**src/rtl/vm_pkg.sv**
```systemverilog
// vm_pkg: shared state/coin types and coin value constants for vm_ctrl.
package vm_pkg;

    typedef enum logic [1:0] {
        IDLE    = 2'd0,
        COLLECT = 2'd1,
        VEND    = 2'd2,
        CHANGE  = 2'd3
    } vm_state_t;

    typedef enum logic [1:0] {
        COIN_10  = 2'd0,
        COIN_20  = 2'd1,
        COIN_50  = 2'd2,
        COIN_100 = 2'd3
    } coin_t;

    localparam int unsigned COIN_VAL_10  = 10;
    localparam int unsigned COIN_VAL_20  = 20;
    localparam int unsigned COIN_VAL_50  = 50;
    localparam int unsigned COIN_VAL_100 = 100;

endpackage

```
**src/rtl/vm_change_sel.sv**
```systemverilog
// vm_change_sel: combinational pick of the largest coin not exceeding an amount.
module vm_change_sel
    import vm_pkg::*;
#(
    parameter int unsigned CREDIT_W = 8
) (
    input  logic [CREDIT_W-1:0] amount,
    output coin_t               coin
);

    localparam logic [CREDIT_W-1:0] V20  = CREDIT_W'(COIN_VAL_20);
    localparam logic [CREDIT_W-1:0] V50  = CREDIT_W'(COIN_VAL_50);
    localparam logic [CREDIT_W-1:0] V100 = CREDIT_W'(COIN_VAL_100);

    // Largest coin <= amount; anything below 20 maps to the 10 coin.
    always_comb begin
        coin = COIN_10;
        if (amount >= V100) begin
            coin = COIN_100;
        end else if (amount >= V50) begin
            coin = COIN_50;
        end else if (amount >= V20) begin
            coin = COIN_20;
        end
    end

endmodule

```
**src/rtl/vm_ctrl.sv**
```systemverilog
// vm_ctrl: vending machine controller (coin credit, product vend, change payout).
// Optional feature: define VM_CTRL_TIMEOUT_EN to refund credit after
// TIMEOUT_CYC strobe-free cycles in COLLECT.
module vm_ctrl
    import vm_pkg::*;
#(
    parameter int unsigned                  CREDIT_W    = 8,
    parameter int unsigned                  NUM_PROD    = 4,
    parameter logic [NUM_PROD*CREDIT_W-1:0] PRICES      = {8'd120, 8'd90, 8'd70, 8'd50},
    parameter int unsigned                  TIMEOUT_CYC = 1000,
    localparam int unsigned                 ID_W        = (NUM_PROD > 1) ? $clog2(NUM_PROD) : 1
) (
    input  logic                clk,
    input  logic                rst_n,
    input  logic                coin_valid,
    input  logic [1:0]          coin_type,
    output logic                coin_reject,
    input  logic                sel_valid,
    input  logic [ID_W-1:0]     sel_id,
    input  logic                cancel,
    output logic                vend_valid,
    output logic [ID_W-1:0]     vend_id,
    input  logic                vend_ready,
    output logic                change_valid,
    output logic [1:0]          change_coin,
    input  logic                change_ready,
    output logic [CREDIT_W-1:0] credit,
    output logic                short_pulse
);

    vm_state_t           state, state_nxt;
    logic [CREDIT_W-1:0] credit_nxt;
    logic [ID_W-1:0]     vend_id_nxt;
    logic                coin_reject_nxt, short_nxt;
    logic                enter_change;
    logic [CREDIT_W-1:0] change_amt;
    logic [CREDIT_W:0]   coin_sum;
    logic                coin_fits, sel_ok;
    logic [CREDIT_W-1:0] sel_price, vend_price;
    coin_t               chg_coin, chg_coin_sel;

    function automatic logic [CREDIT_W-1:0] coin_amt(input coin_t c);
        case (c)
            COIN_10:  return CREDIT_W'(COIN_VAL_10);
            COIN_20:  return CREDIT_W'(COIN_VAL_20);
            COIN_50:  return CREDIT_W'(COIN_VAL_50);
            default:  return CREDIT_W'(COIN_VAL_100);
        endcase
    endfunction

    // Sub-10 residue cannot be paid out, so it is dropped on entry to CHANGE.
    function automatic logic [CREDIT_W-1:0] round_down10(input logic [CREDIT_W-1:0] a);
        return a - (a % CREDIT_W'(10));
    endfunction

    assign sel_ok      = ({1'b0, sel_id} < (ID_W+1)'(NUM_PROD));
    assign sel_price   = PRICES[int'(sel_id)*CREDIT_W +: CREDIT_W];
    assign vend_price  = PRICES[int'(vend_id)*CREDIT_W +: CREDIT_W];
    assign change_coin = chg_coin;

`ifdef VM_CTRL_TIMEOUT_EN
    localparam int unsigned CNT_W = $clog2(TIMEOUT_CYC + 1);
    logic [CNT_W-1:0] idle_cnt;
    logic             timeout_hit;

    assign timeout_hit = (idle_cnt == CNT_W'(TIMEOUT_CYC - 1));

    // Count strobe-free COLLECT cycles; any strobe or state exit clears it.
    always_ff @(posedge clk or negedge rst_n) begin
        if (!rst_n) begin
            idle_cnt <= '0;
        end else if (state == COLLECT && state_nxt == COLLECT &&
                     !(coin_valid || sel_valid || cancel)) begin
            idle_cnt <= idle_cnt + CNT_W'(1);
        end else begin
            idle_cnt <= '0;
        end
    end
`else
    logic [31:0] unused_timeout_cfg;
    assign unused_timeout_cfg = TIMEOUT_CYC;
`endif

    vm_change_sel #(.CREDIT_W(CREDIT_W)) u_change_sel (
        .amount (credit_nxt),
        .coin   (chg_coin_sel)
    );

    // Next-state, next-credit and strobe responses; cancel beats select,
    // and a select that vends rejects a coin arriving in the same cycle.
    always_comb begin
        state_nxt       = state;
        credit_nxt      = credit;
        vend_id_nxt     = vend_id;
        coin_reject_nxt = 1'b0;
        short_nxt       = 1'b0;
        enter_change    = 1'b0;
        change_amt      = credit;
        coin_sum        = {1'b0, credit} + {1'b0, coin_amt(coin_t'(coin_type))};
        coin_fits       = ~coin_sum[CREDIT_W];
        case (state)
            IDLE, COLLECT: begin
                if (cancel && state == COLLECT) begin
                    enter_change = 1'b1;
                    if (coin_valid && coin_fits) begin
                        change_amt = coin_sum[CREDIT_W-1:0];
                    end else begin
                        coin_reject_nxt = coin_valid;
                    end
                end else if (sel_valid && sel_ok && credit >= sel_price) begin
                    state_nxt       = VEND;
                    vend_id_nxt     = sel_id;
                    coin_reject_nxt = coin_valid;
                end else begin
                    short_nxt = sel_valid && sel_ok;
                    if (coin_valid) begin
                        if (coin_fits) begin
                            credit_nxt = coin_sum[CREDIT_W-1:0];
                            state_nxt  = COLLECT;
                        end else begin
                            coin_reject_nxt = 1'b1;
                        end
                    end
`ifdef VM_CTRL_TIMEOUT_EN
                    else if (state == COLLECT && !sel_valid && timeout_hit) begin
                        enter_change = 1'b1;
                    end
`endif
                end
            end
            VEND: begin
                coin_reject_nxt = coin_valid;
                if (vend_ready) begin
                    enter_change = 1'b1;
                    change_amt   = credit - vend_price;
                end
            end
            CHANGE: begin
                coin_reject_nxt = coin_valid;
                if (change_ready) begin
                    credit_nxt = credit - coin_amt(chg_coin);
                    if (credit_nxt == '0) begin
                        state_nxt = IDLE;
                    end
                end
            end
            default: state_nxt = IDLE;
        endcase
        if (enter_change) begin
            credit_nxt = round_down10(change_amt);
            state_nxt  = (credit_nxt == '0) ? IDLE : CHANGE;
        end
    end

    // State and registered outputs.
    always_ff @(posedge clk or negedge rst_n) begin
        if (!rst_n) begin
            state        <= IDLE;
            credit       <= '0;
            vend_id      <= '0;
            vend_valid   <= 1'b0;
            change_valid <= 1'b0;
            chg_coin     <= COIN_10;
            coin_reject  <= 1'b0;
            short_pulse  <= 1'b0;
        end else begin
            state        <= state_nxt;
            credit       <= credit_nxt;
            vend_id      <= vend_id_nxt;
            vend_valid   <= (state_nxt == VEND);
            change_valid <= (state_nxt == CHANGE);
            chg_coin     <= (state_nxt == CHANGE) ? chg_coin_sel : COIN_10;
            coin_reject  <= coin_reject_nxt;
            short_pulse  <= short_nxt;
        end
    end

endmodule

```
**config.mk**
```make
export PLATFORM = sky130hd
export DESIGN_NAME = vm_ctrl
export DESIGN_NICKNAME = d
export VERILOG_FILES = /design/src/rtl/vm_pkg.sv /design/src/rtl/vm_change_sel.sv /design/src/rtl/vm_ctrl.sv
export SDC_FILE = /design/constraint.sdc
export NUM_CORES = 1
export LEC_CHECK = 0
export CORE_MARGIN = 2
export CORE_UTILIZATION = 44
export DETAILED_ROUTE_END_ITERATION = 12
export DONT_BUFFER_PORTS = 1
export PLACE_DENSITY = 0.68
export SETUP_SLACK_MARGIN = 0.5
export SYNTH_ARGS = -nofsm -noshare
export SYNTH_HDL_FRONTEND = slang
export SYNTH_HIERARCHICAL = 1
export SYNTH_SLANG_ARGS = --single-unit
```
**constraint.sdc**
```tcl
create_clock -name clk -period 12.5 [get_ports clk]
set_input_delay 2.5 -clock clk [delete_from_list [all_inputs] [get_ports clk]]
set_output_delay 2.5 -clock clk [all_outputs]
set_load 0.02 [all_outputs]
```
### Word level (Yosys, flattened, before mapping)

Index checks and enable logic that the tools add are counted.
W data, S select, Z words.

* word-level logic and storage cells: 81
* flip-flop bits (word level): 18

* div/mod/pow operators: 1
* bitwise operators: 2
* magnitude comparators: 4
* add/subtract/negate cells: 4
* mux-type cells: 40
* reductions and logical operators: 11
* shift-type cells: 2
* equality and inequality tests: 9

Operator list (count)
* $mux W8: 11
* $shiftx A32 B6 Y8 const A: 2
* $pmux W7 S3: 2
* $pmux W8 S2: 2
* $sub A8 B8 Y8: 3
* $mux W2: 11
* $logic_not A8 Y1: 2
* $eq A2 B2 Y1 const B: 6
* $mux W1: 11
* $add A8 B8 Y9: 1
* $ge A8 B5 Y1 const B: 1
* $ge A8 B6 Y1 const B: 1
* $ge A8 B7 Y1 const B: 1
* $ge A8 B8 Y1: 1
* $mod A8 B4 Y8 const B: 1
* $eq A2 B1 Y1 const B: 3
* $logic_not A2 Y1: 3
* $pmux W1 S2: 2
* $pmux W2 S2: 1
* $reduce_or A2 Y1: 2
* $logic_and A1 B1 Y1: 3
* $reduce_and A3 Y1: 1
* $not A1 Y1: 2

### Logic depth before layout (Yosys ltp)

Gate-level depths: netlist of run 1.

* depth after elaboration: 16
* mapped depth: 35
* depth with buffers taken out: 32

### Cells and area by module

Netlist of run 1, hierarchy kept.

Modules (own cells, without submodules)
* vm_ctrl: instances 1, sequential area each 450.4 um^2, cells an instance 429, area an instance 3449.6 um^2
* vm_change_sel: instances 1, sequential area each 0.0 um^2, cells an instance 7, area an instance 53.8 um^2

### Worst setup path after synthesis of run 1

Ideal clock, no wire load.

* path type: input -> register
* start point: in coin_type[0]
* end point: reg chg_coin[0], in the netlist change_coin[0]
* stages on the path: 33
* arrival: 8.801 ns
* data required time: 12.371 ns
* slack: 3.570 ns
* cells stage by stage: inv_1 -> ha_1 -> or2_2 -> ha_1 -> a211oi_1 -> o211a_2 -> and2_4 -> buf_6 -> a21o_1 -> or2_1 -> buf_6 -> clkinv_2 -> ha_1 -> or4_1 -> a21oi_1 -> a2111oi_2 -> nand2_2 -> mux2i_2 -> o2111ai_1 -> and3b_2 -> nand3_2 -> mux2_4 -> ha_1 -> o2111ai_1 -> nand4b_1 -> a21o_1 -> a21oi_1 -> xnor2_1 -> a211oi_1 -> a211oi_1 -> a311o_1 -> nand2_1 -> nor3_1

* word-level cells in the longest chain between the ends: 16
* elaborated cells on any way between the ends: 34

Ends and longest elaborated chain
* start, declared: RTL line vm_ctrl.sv:16 `input logic [1:0] coin_type,`
* $eq A2 B2 Y1 (tied with other cells): RTL line vm_ctrl.sv:43 `case (c)`
* $pmux W7 S3 (*): RTL line vm_ctrl.sv:43
* $add A8 B8 Y9 (*): RTL line vm_ctrl.sv:99 `coin_sum = {1'b0, credit} + {1'b0, coin_amt(coin_t'(coin_type))};`
* $not A1 Y1: RTL line vm_ctrl.sv:100 `coin_fits = ~coin_sum[CREDIT_W];`
* $logic_and A1 B1 Y1: RTL line vm_ctrl.sv:105 `if (coin_valid && coin_fits) begin`
* $mux W8: RTL line vm_ctrl.sv:105
* $mux W8: RTL line vm_ctrl.sv:103 `if (cancel && state == COLLECT) begin`
* $pmux W8 S2: RTL line vm_ctrl.sv:101 `case (state)`
* (+2 left out)
* $mux W8 (*): RTL line vm_ctrl.sv:149 `if (enter_change) begin`
* named net credit_nxt[7]: RTL line vm_ctrl.sv:32 `logic [CREDIT_W-1:0] credit_nxt;`
* $ge A8 B5 Y1: RTL line vm_change_sel.sv:22 `end else if (amount >= V20) begin`
* $mux W1: RTL line vm_change_sel.sv:22
* $mux W2: RTL line vm_change_sel.sv:20 `end else if (amount >= V50) begin`
* $mux W2 (*): RTL line vm_change_sel.sv:18 `if (amount >= V100) begin`
* named net chg_coin_sel[0]: RTL line vm_ctrl.sv:40 `coin_t chg_coin, chg_coin_sel;`
* $mux W2 (*): RTL line vm_ctrl.sv:172 `chg_coin <= (state_nxt == CHANGE) ? chg_coin_sel : COIN_10;`
* end signal, assigned: RTL line vm_ctrl.sv:172
* end, declared: RTL line vm_ctrl.sv:40

The timed path passes the listed nets; every way through them passes the cells marked *.
A chain may end at the register's enable or synchronous reset.

### Worst setup path after layout of run 1

Ends and elaborated chain as after synthesis.

==> impl_metrics.py, run 1 <==
metrics = {
    "critical_path": {
        "endpoint_kind": "flop",
        "reg2reg_depth": 28,
        "worstPathArrival_ps": 9700,
        "regToRegEndpoint": "change_coin[0]$_DFF_PN0_",
        "cp-start-kind": "input port",
        "required_ps": 12670,
        "r2r_slack_ps": 4930,
        "path_common_cell": "ha_1",
        "path_max_fanout": 7,
        "cpLargestDelayFamily": "compound AO/OA/AOI/OAI gates",
        "slowest_stage": "or4_1",
        "path_depth": 31,
        "r2r-start": "credit[5]$_DFF_PN0_",
        "slowest_delay_ps": 520,
        "critPathLaunch": "coin_type[0]",
        "path_class": "input port to flop",
        "cp_num_buf_inv": 2,
        "cp-endpoint": "change_coin[0]$_DFF_PN0_",
    },
    "yosys": {
        "synthTopCellsByArea": "ha_1, dfrtp_1, a21oi_1",
        "synth_nets": 497,
        "synth-seq-cells": 18,
        "yosysWarningCount": 6,
        "ys_async_sr_fraction": 1.00,
        "yosysMostFrequentCell": "ha_1",
        "synth_largest_area_cell": "ha_1",
        "ys_seq_area_frac": 0.129,
        "ys.flop_type": "dfrtp_1",
        "synth-edff-count": 0,
        "yosys-top-cells-count": "ha_1, a21oi_1, inv_1",
        "yosys.area_share.adder": 0.189,
        "netlist_area_sq_um": 3500,
        "synth_cells": 436,
        "synth_top_family_by_area": "compound AO/OA/AOI/OAI gates",
        "synth_top_area_frac": 0.171,
        "synthXorXnorAreaFrac": 0.0679,
        "synth_area_per_cell_sq_um": 8.04,
        "synth-simple-area-share": 0.242,
        "ys_types": 81,
        "synthMuxAreaShare": 0.0361,
        "synth_compound_area_frac": 0.273,
    },
    "drt": {
        "drtAntennaViolNets": 0,
        "num_vias": 3323,
        "via_per_inst": 6.28,
        "drtIter0Drc": 393,
        "dr.pass1.iters": 7,
        "avgRoutedWirePerCell_microns": 17.6,
        "drc_errors": 0,
        "totalWireLength_microns": 9290,
    },
    "final_layout": {
        "final_cell_area_sq_um": 3610,
        "diodes": 0,
        "final_layout_size_suffix_gt1_frac": 0.0890,
        "nNetsFinal": 489,
        "syn2layout_area_growth_pct": 3.14,
    },
    "flow_run": {
        "maxCapViolCount": 0,
    },
    "timing": {
        "hold_slack_ps": 687,
        "period_minus_slack_ps": 9530,
        "worst_pin_slew_ps": 803,
        "skew_ps": 2.03,
        "tns_ps": 0,
        "layout_worst_path_cycle_share": 0.762,
        "max_clock_freq_mhz": 105,
        "slew_headroom": 0.464,
        "finalHoldViolations": 0,
        "slew_violations": 0,
        "rsz0062_at_grt": "false",
        "setup_violations": 0,
    },
    "clocking": {
        "clock_latency_ps": 250,
        "post_cts_buffers": 0,
        "cts_made_buffers": 3,
        "cts_tree": "done",
        "cts_root_buf": "clkbuf_8",
        "clock_sinks": 18,
        "cts_resized": 0,
        "postCtsHoldBufs": 0,
        "cts_max_path_buffers": 2,
        "path_clk_slew_ps": 80,
        "htreeDepth": 1,
    },
    "die": {
        "die-width_microns": 93.2,
        "ios": 27,
        "fp.dieH_microns": 93.2,
        "fp.coreArea_sq_um": 7730,
        "die_area_sq_um": 8690,
        "initial_core_util": 0.453,
        "rows": 32,
    },
    "global_route": {
        "grt.total_usage": 0.215,
        "antenna_found_initial": 0,
        "grt_first_pass_wirelength_microns": 15200,
        "grt_pass1_vias": 3079,
        "grt_max_degree": 27,
        "grt.overflow.total": 0,
    },
    "outcome": {
        "status": "finished clean",
    },
    "place": {
        "dp_hpwl_microns": 7190,
        "placed_area_sq_um": 3560,
        "place.gp.congestion": 0.909,
        "io_buffers": 0,
    },
    "min_path": {
        "worstHoldPathType": "flop to flop",
        "holdPathStages": 2,
    },
}
## cell families (layout without fill, tap and decap cells)
group | Yosys count | after routing
adders and majority gates | 52 | 52
AOI/OAI and AO/OA | 130 | 130
muxes | 11 | 11
and+or+nand+nor | 151 | 151
buffers and inverters | 49 | 40
xor gates and xnor gates | 25 | 25
DFF | 18 | 18
## placed cells by master, fill, tap and decap left out, drive strengths merged, types with 3 or more instances in the layout
| master | n |
|---|---|
| nor3 | 19 |
| o31ai | 4 |
| a311o | 3 |
| a211oi | 10 |
| o21a | 9 |
| nand2b | 10 |
| and2 | 6 |
| nand2 | 29 |
| mux2i | 7 |
| o21bai | 3 |
| o21ai | 19 |
| inv | 31 |
| buf | 3 |
| nand4 | 4 |
| clkbuf | 4 |
| a21oi | 34 |
| xor2 | 9 |
| a31oi | 3 |
| mux2 | 4 |
| nor2b | 7 |
| and3b | 3 |
| nor4b | 3 |
| nand3 | 12 |
| ha | 48 |
| o211ai | 7 |
| or3 | 3 |
| or2 | 5 |
| nor4 | 6 |
| xnor2 | 16 |
| nand4b | 3 |
| nor2 | 26 |
| o211a | 3 |
| dfrtp | 18 |
| a21o | 8 |
| a221oi | 5 |
| or4 | 3 |
| nand3b | 4 |
## state kept, by name (all words and copies together), names as in the netlist
signal	cells
vend_id	2
coin_reject	1
state	2
vend_valid	1
change_coin	2
short_pulse	1
change_valid	1
credit	8
## final cells by class
type	instances	area [sq um]
repair buffers	3	22.5
inverters	33	125
clock buffers	4	55.1
multi-input cells	369	2830
flip-flops and latches	18	450
fillers	768	4110
well taps	102	128
## metal layers
metal / GRT usage / wire (microns) / vias to the layer above / part of all wire
li1: - / - / 1605 / -
met1: 0.311 / 4280 / 1554 / 0.46
met2: 0.345 / 4160 / 152 / 0.45
met3: 0.0210 / 754 / 12 / 0.081
met4: 0.0466 / 98 / 0 / 0.011
met5: 0 / 0 / - / 0
## stage by stage
stage               cells   util  setup WS, ps
floorplan             436      -          3570
detailed placement    525  0.460          2810
global placement      525  0.460          2990
finish                529  0.468          2970
global route          529  0.468          2430
CTS                   529  0.468          3040
## how the worst min path moves through the flow
stage                                      start                      to  slack (ps)
after floorplan           vend_id[1]$_DFFE_PN0P_  vend_id[1]$_DFFE_PN0P_         620
after global routing      vend_id[1]$_DFFE_PN0P_  vend_id[1]$_DFFE_PN0P_         740
after detailed placement  vend_id[1]$_DFFE_PN0P_  vend_id[1]$_DFFE_PN0P_         680
after CTS                 vend_id[1]$_DFFE_PN0P_  vend_id[1]$_DFFE_PN0P_         690
after global placement    vend_id[1]$_DFFE_PN0P_  vend_id[1]$_DFFE_PN0P_         660
final                     vend_id[1]$_DFFE_PN0P_  vend_id[1]$_DFFE_PN0P_         690
## worst reg2reg max path: cells and delay by family (launching register included)
kind	cells	cell delay, ps
buffers and inverters	1	170
AND/OR/NAND/NOR	10	2010
adder cells (fa/ha/maj)	3	1020
AO/OA/AOI/OAI	11	2590
XOR/XNOR	1	190
multiplexers	2	720
flip-flops	1	780
Power of run 1 is not shown: default switching activity piles up to over one toggle a cycle in this logic, so the estimate is an artifact.
==> run 2, diff against run 1 <==
--- a/config.mk
+++ b/config.mk
@@ -9,7 +9,7 @@
 export CORE_UTILIZATION = 44
 export DETAILED_ROUTE_END_ITERATION = 12
 export DONT_BUFFER_PORTS = 1
-export PLACE_DENSITY = 0.68
+export PLACE_DENSITY = 0.7
 export SETUP_SLACK_MARGIN = 0.5
 export SYNTH_ARGS = -nofsm -noshare
 export SYNTH_HDL_FRONTEND = slang
==> constraint.sdc (replaced) <==
create_clock -name clk -period 7.8 [get_ports clk]
set_input_delay 1.56 -clock clk [delete_from_list [all_inputs] [get_ports clk]]
set_output_delay 1.56 -clock clk [all_outputs]
set_load 0.02 [all_outputs]
==> impl_metrics.py, run 2 (synthesis results as in run 1) <==
metrics = {
    "critical_path": {
        "regToRegEndpoint": "change_coin[0]$_DFF_PN0_",
        "r2r-start": "vend_id[1]$_DFFE_PN0P_",
        "critPathLaunch": "coin_type[0]",
        "endpoint_kind": "flop",
        "r2r_slack_ps": 900,
        "required_ps": 7940,
        "cp-start-kind": "input port",
        "cp-endpoint": "change_coin[0]$_DFF_PN0_",
        "path_class": "input port to flop",
        "slowest_delay_ps": 430,
        "path_max_fanout": 5,
        "cp_num_buf_inv": 3,
        "slowest_stage": "or4_4",
        "reg2reg_depth": 31,
        "cpLargestDelayFamily": "simple AND/OR/NAND/NOR gates",
        "worstPathArrival_ps": 7510,
        "path_depth": 31,
    },
    "drt": {
        "dr.pass1.iters": 8,
        "totalWireLength_microns": 9930,
        "drc_errors": 0,
        "drtIter0Drc": 328,
        "drtAntennaViolNets": 0,
        "via_per_inst": 6.19,
        "avgRoutedWirePerCell_microns": 17.7,
        "num_vias": 3468,
    },
    "final_layout": {
        "largest_register_ffs": 8,
        "final_layout_size_suffix_gt1_frac": 0.253,
        "syn2layout_area_growth_pct": 19.4,
        "final_common_cell": "ha_1",
        "final_cell_area_sq_um": 4180,
        "fin_cells": 560,
        "diodes": 0,
        "final_cell_mix": "ha_1, buf_4, inv_1",
        "nNetsFinal": 520,
        "largest_register": "credit",
        "nFillCells": 694,
    },
    "timing": {
        "max_clock_freq_mhz": 136,
        "finalHoldViolations": 0,
        "period_minus_slack_ps": 7370,
        "layout_worst_path_cycle_share": 0.945,
        "skew_ps": 4.69,
        "slew_headroom": 0.434,
        "setup_violations": 0,
        "rsz0062_at_grt": "true",
        "slew_violations": 0,
        "worst_pin_slew_ps": 846,
        "hold_slack_ps": 671,
    },
    "clocking": {
        "cts_max_path_buffers": 2,
        "htreeDepth": 1,
        "postCtsHoldBufs": 0,
        "clock_sinks": 18,
        "clock_latency_ps": 260,
        "cts_made_buffers": 3,
        "path_clk_slew_ps": 70,
        "cts_tree": "done",
        "cts_root_buf": "clkbuf_8",
    },
    "min_path": {
        "worstHoldPathType": "flop to flop",
        "min_from": "vend_id[1]$_DFFE_PN0P_",
    },
    "flow_run": {
        "maxCapViolCount": 0,
    },
    "die": {
        "fp.coreArea_sq_um": 7730,
        "fp.dieH_microns": 93.2,
        "initial_core_util": 0.453,
        "die-width_microns": 93.2,
        "ios": 27,
        "rows": 32,
        "die_area_sq_um": 8690,
    },
    "global_route": {
        "grt_max_degree": 27,
        "grt_pass1_vias": 3224,
        "antenna_found_initial": 0,
        "grt.overflow.total": 0,
        "grt.total_usage": 0.225,
        "grt_first_pass_wirelength_microns": 15800,
    },
    "place": {
        "placedCellCount": 532,
        "placed_area_sq_um": 3740,
        "place.gp.congestion": 0.958,
        "dp_hpwl_microns": 7280,
        "io_buffers": 0,
    },
    "outcome": {
        "status": "finished clean",
    },
}
run 2: changes by cell type in the layout (fill, tap and decap cells not counted), moves of 4 or more:
cell,before,now
a211oi_1,7,3
a21oi_1,32,27
buf_4,3,34
ha_1,48,41
ha_4,0,4
run 2: metrics by stage:
stage	worst slack, ps	util	setup TNS, ps
2_1_floorplan	297	-	0
3_3_place_gp	70.5	0.484	0
5_1_grt	148	0.541	0
6_report	426	0.541	0
3_5_place_dp	-79.3	0.484	-133
4_1_cts	358	0.517	0
run 2: worst min-delay path by stage:
stage,cells past startpoint,endpoint,slack [ps]
floorplan,2,vend_id[1]$_DFFE_PN0P_,620
global placement,2,vend_id[1]$_DFFE_PN0P_,650
detailed placement,2,vend_id[1]$_DFFE_PN0P_,660
CTS,2,vend_id[1]$_DFFE_PN0P_,680
global route,2,vend_id[1]$_DFFE_PN0P_,720
finish,2,vend_id[1]$_DFFE_PN0P_,670
run 2: worst reg2reg max path, delay by kind of cell (launching register included):
kind | cells | cell delay [ps]
mux | 1 | 330
buf+inv | 4 | 450
compound gates | 10 | 2460
flops | 1 | 480
fa+ha+maj | 4 | 1030
xor+xnor | 2 | 330
simple gates | 10 | 1670
run 2: per-layer routing:
metal  GRT usage  vias to the layer above  routed length, microns
li1            -                     1672                       -
met1       0.312                     1619                    4360
met2       0.362                      148                    4590
met3      0.0346                       29                     695
met4      0.0637                        0                     284
met5           0                        -                       0
run 2: area by class of cell:
| cell class | count | area (sq um) | area share |
|---|---|---|---|
| clock buffers | 4 | 55.1 | 0.0132 |
| inverters | 33 | 135 | 0.0323 |
| multi-input cells | 369 | 3160 | 0.755 |
| flip-flops and latches | 18 | 450 | 0.108 |
| well taps | 102 | 128 | 0.0305 |
| repair buffers | 34 | 255 | 0.0610 |
run 2: repair_timing:
item | 4_1_cts | 5_1_grt
buffers inserted | 16 | 8
setup endpoints to repair | 6 | 6
pin swaps | 30 | 20
gates resized for setup | 14 | 21
Power of run 2 is left out for the same reason.
